$ cat src/rtl/bus_arbiter.sv
// bus_arbiter: four-master round-robin bus arbiter with optional hold limit
module bus_arbiter #(
    parameter int unsigned MAX_HOLD = 0
) (
    input  logic       clk,
    input  logic       reset,
    input  logic       m0_req_,
    input  logic       m1_req_,
    input  logic       m2_req_,
    input  logic       m3_req_,
    output logic       m0_grnt_,
    output logic       m1_grnt_,
    output logic       m2_grnt_,
    output logic       m3_grnt_,
    output logic [1:0] m_owner
);
    logic [3:0] req;
    logic [1:0] owner_q, owner_d, nxt;
    logic [7:0] hold_q, hold_d;
    logic [3:0] grnt_q;
    logic       found, move;
    assign req = ~{m3_req_, m2_req_, m1_req_, m0_req_};
    assign {m3_grnt_, m2_grnt_, m1_grnt_, m0_grnt_} = grnt_q;
    assign m_owner = owner_q;
    // Rotating search from owner+1; the largest offset is visited first so the nearest requester wins.
    // The hold limit compares with >= so a long solo hold cannot skip past the limit and starve late requesters.
    always_comb begin
        nxt   = owner_q;
        found = 1'b0;
        for (int i = 3; i >= 1; i--) begin
            if (req[owner_q + 2'(i)]) begin
                nxt   = owner_q + 2'(i);
                found = 1'b1;
            end
        end
        move    = !req[owner_q] || (MAX_HOLD != 0 && hold_q >= 8'(MAX_HOLD - 1) && found);
        owner_d = move ? nxt : owner_q;
        hold_d  = move ? 8'd0 : (hold_q == 8'hFF ? hold_q : hold_q + 8'd1);
    end
    // Owner, hold counter and one-hot-low grants all update on the same edge.
    always_ff @(posedge clk) begin
        if (reset) begin
            owner_q <= 2'd0;
            hold_q  <= 8'd0;
            grnt_q  <= 4'b1110;
        end else begin
            owner_q <= owner_d;
            hold_q  <= hold_d;
            grnt_q  <= ~(4'b0001 << owner_d);
        end
    end
endmodule
$ cat config.mk
export PLATFORM = sky130hd
export DESIGN_NAME = bus_arbiter
export DESIGN_NICKNAME = d
export VERILOG_FILES = /design/src/rtl/bus_arbiter.sv
export SDC_FILE = /design/constraint.sdc
export NUM_CORES = 1
export LEC_CHECK = 0
export ABC_CLOCK_PERIOD_IN_PS = 1600
export BUFFER_PORTS_ARGS = -buffer_cell sky130_fd_sc_hd__buf_2
export CAP_MARGIN = 5
export CORE_AREA = 2 2 39 41
export CTS_CLUSTER_SIZE = 14
export DETAILED_ROUTE_END_ITERATION = 16
export DIE_AREA = 0 0 41 43
export PLACE_DENSITY_LB_ADDON = 0.15
export SLEW_MARGIN = 10
export SYNTH_ARGS = -nofsm -noshare
export SYNTH_HDL_FRONTEND = slang
export SYNTH_SLANG_ARGS = --single-unit
$ cat constraint.sdc
create_clock -name clk -period 1.6 [get_ports clk]
set_input_delay 0.32 -clock clk [delete_from_list [all_inputs] [get_ports clk]]
set_output_delay 0.32 -clock clk [all_outputs]
set_load 0.02 [all_outputs]
==> results.cfg <==
[power]
total_leakage_power_nw = 0.1470
ir_worst_vdd_v = 0.0003052
p_total_mw = 0.3754
powerDensity_nw_per_um2 = 1111

[drt]
vias_per_cell = 4.364
ant_nets = 0
vias = 240
wl_per_cell_um = 9.764
drt_iter0_drc = 0
wl_um = 537
drt-pass1-iter-count = 1
drcViolationCount = 0

[sta]
setup_violations = 0
timing.final.crit_period_ns = 1.411
rsz0062_at_grt = false
fin_skew_ns = 0.002630
fmax_mhz = 708.8
worst_pin_slew_ns = 0.2140
whs_ns = 0.3110
hold_viol_final = 0
min_period_over_period = 0.8818
setup_tns_ns = 0
drv_slew = 0
max-slew-margin-rel = 0.8558

[synth]
synth_top_area_share = 0.5000
synth_cell_type_count = 16
postSynthAreaPerCell_um2 = 9.609
syn_nets = 31
netlist_top_cells_area = dfxtp_1, or3b_1, o2111a_1
yosys_warnings = 0
yosysSeqAreaShare = 0.5000
synth_cells = 25
postSynthRegisterBits = 6
synth_area_um2 = 240.2
yosys.area.top_type = dfxtp_1

[floorplan]
coreArea_um2 = 1384
initial_core_util = 0.1736
die_area_um2 = 1763
die_w_um = 41
die_y_um = 43
row_count = 14
ios = 12

[hold_path]
hold-path-endpoint = m_owner[0]
hp-start = reset
hold_class = input pin to flop
hold_depth = 2

[layout]
syn2layout_area_growth_pct = 40.63
diodes = 0
fin_area_um2 = 337.8
fillers = 162
drive_above_1_share = 0.4103
final_cell_mix = buf_2, dfxtp_1, clkbuf_4
final_common_cell = buf_2
nets = 47
finalNonFillerCells = 55

[clock_network]
root_buffer = clkbuf_4
clockBufferDepth = 2
cts_buffers = 3
post_cts_buffers = 0
ctsHoldBuffers = 0
cts.sinks = 6
cts.htree.levels = 1
clkSlewWorstSetupHoldPaths_ns = 0.04
cts_resized = 0
cts_tree = yes
clk_latency_ns = 0.24

[setup_path]
worstRegToRegCells = 4
endpoint_kind = flop
critical_path_class = flop to flop
r2r-start = m_owner[1]
crit_fanout = 6
r2r_slack_ns = 0.19
cp-start-kind = flop
required_ns = 1.72
rr_endpoint = grnt_q[1]
cp_data_arrival_time_ns = 1.53

[global_routing]
grt_pass1_wl_um = 924
grt_max_degree = 7
grtUsageTotal = 0.08241
grt_overflow = 0
antenna_found_initial = 0
grt_pass1_vias = 231

[place]
port_buffers = 11
gp_congestion = 0.6181
placed_area_um2 = 315.3
dp.cells = 52

[status]
status = finished clean

[run]
drv_cap = 0
-- worst max path at each step --
| stage | startpoint | to | slack (ns) | depth (start not counted) |
|---|---|---|---|---|
| after floorplan | m_owner[0] | grnt_q[1] | 0.13 | 4 |
| after global routing | m_owner[0] | grnt_q[3] | 0.09 | 4 |
| after global placement | m0_req_ | grnt_q[1] | 0.14 | 5 |
| final | m_owner[1] | grnt_q[1] | 0.19 | 4 |
| after CTS | m_owner[1] | grnt_q[1] | 0.18 | 4 |
| after detailed placement | m0_req_ | grnt_q[1] | 0.12 | 5 |
-- power by group --
group,switching (mW),internal [mW]
Combinational,0.0426,0.0297
Sequential,0.00720,0.162
Clock,0.0490,0.0845
-- critical path, cell delays in order, from the launching register on --
cell and delay [ns]:
dfxtp_1 0.42, nand2_1 0.07, o2111a_1 0.24, a21oi_2 0.19
or3b_1 0.36
-- registers in the layout (all words and copies together), names as in the netlist --
name,flops
grnt_q,4
m_owner,2
-- synth_stat cells --
cell type  n
a211o_2    1
a21oi_1    2
a21oi_2    1
a31oi_1    1
dfxtp_1    6
inv_1      1
nand2_1    2
nand2b_1   1
nand3b_1   1
nor2_1     2
o2111a_1   1
o21ai_0    1
o22ai_1    1
or2_1      1
or3_1      1
or3b_1     2
-- final cells by class --
type                            instances  area [µm²]  area share
Sequential cell                         6       120.1      0.3556
Multi-Input combinational cell         18       116.4      0.3444
Timing Repair Buffer                   11       55.05      0.1630
Clock buffer                            3       22.52     0.06667
Tap cell                               16       20.02     0.05926
Inverter                                1       3.754     0.01111
-- logic make-up (layout without fill, tap and decap cells) --
logic type,count (synthesis),after routing,share of synthesized area
compound gates,8,8,0.2396
buf+inv,1,15,0.01561
flops,6,6,0.5000
simple gates,10,10,0.2449
-- metal layers --
layer  vias up  GRT usage  share of wire
met2         8     0.1031           0.44
met5         -          0              0
li1        119          -              -
met4         0    0.08000          0.013
met1       111     0.1000           0.45
met3         2    0.03141          0.089
-- through the flow --
| step | util | setup slack (ns) |
|---|---|---|
| finish | 0.2441 | 0.1892 |
| global route | 0.2441 | 0.09334 |
| CTS | 0.2441 | 0.1811 |
| detailed placement | 0.2278 | 0.1177 |
| global placement | 0.2278 | 0.1440 |
| floorplan | - | 0.1327 |
No activity file was read; power rests on OpenSTA's default activity.
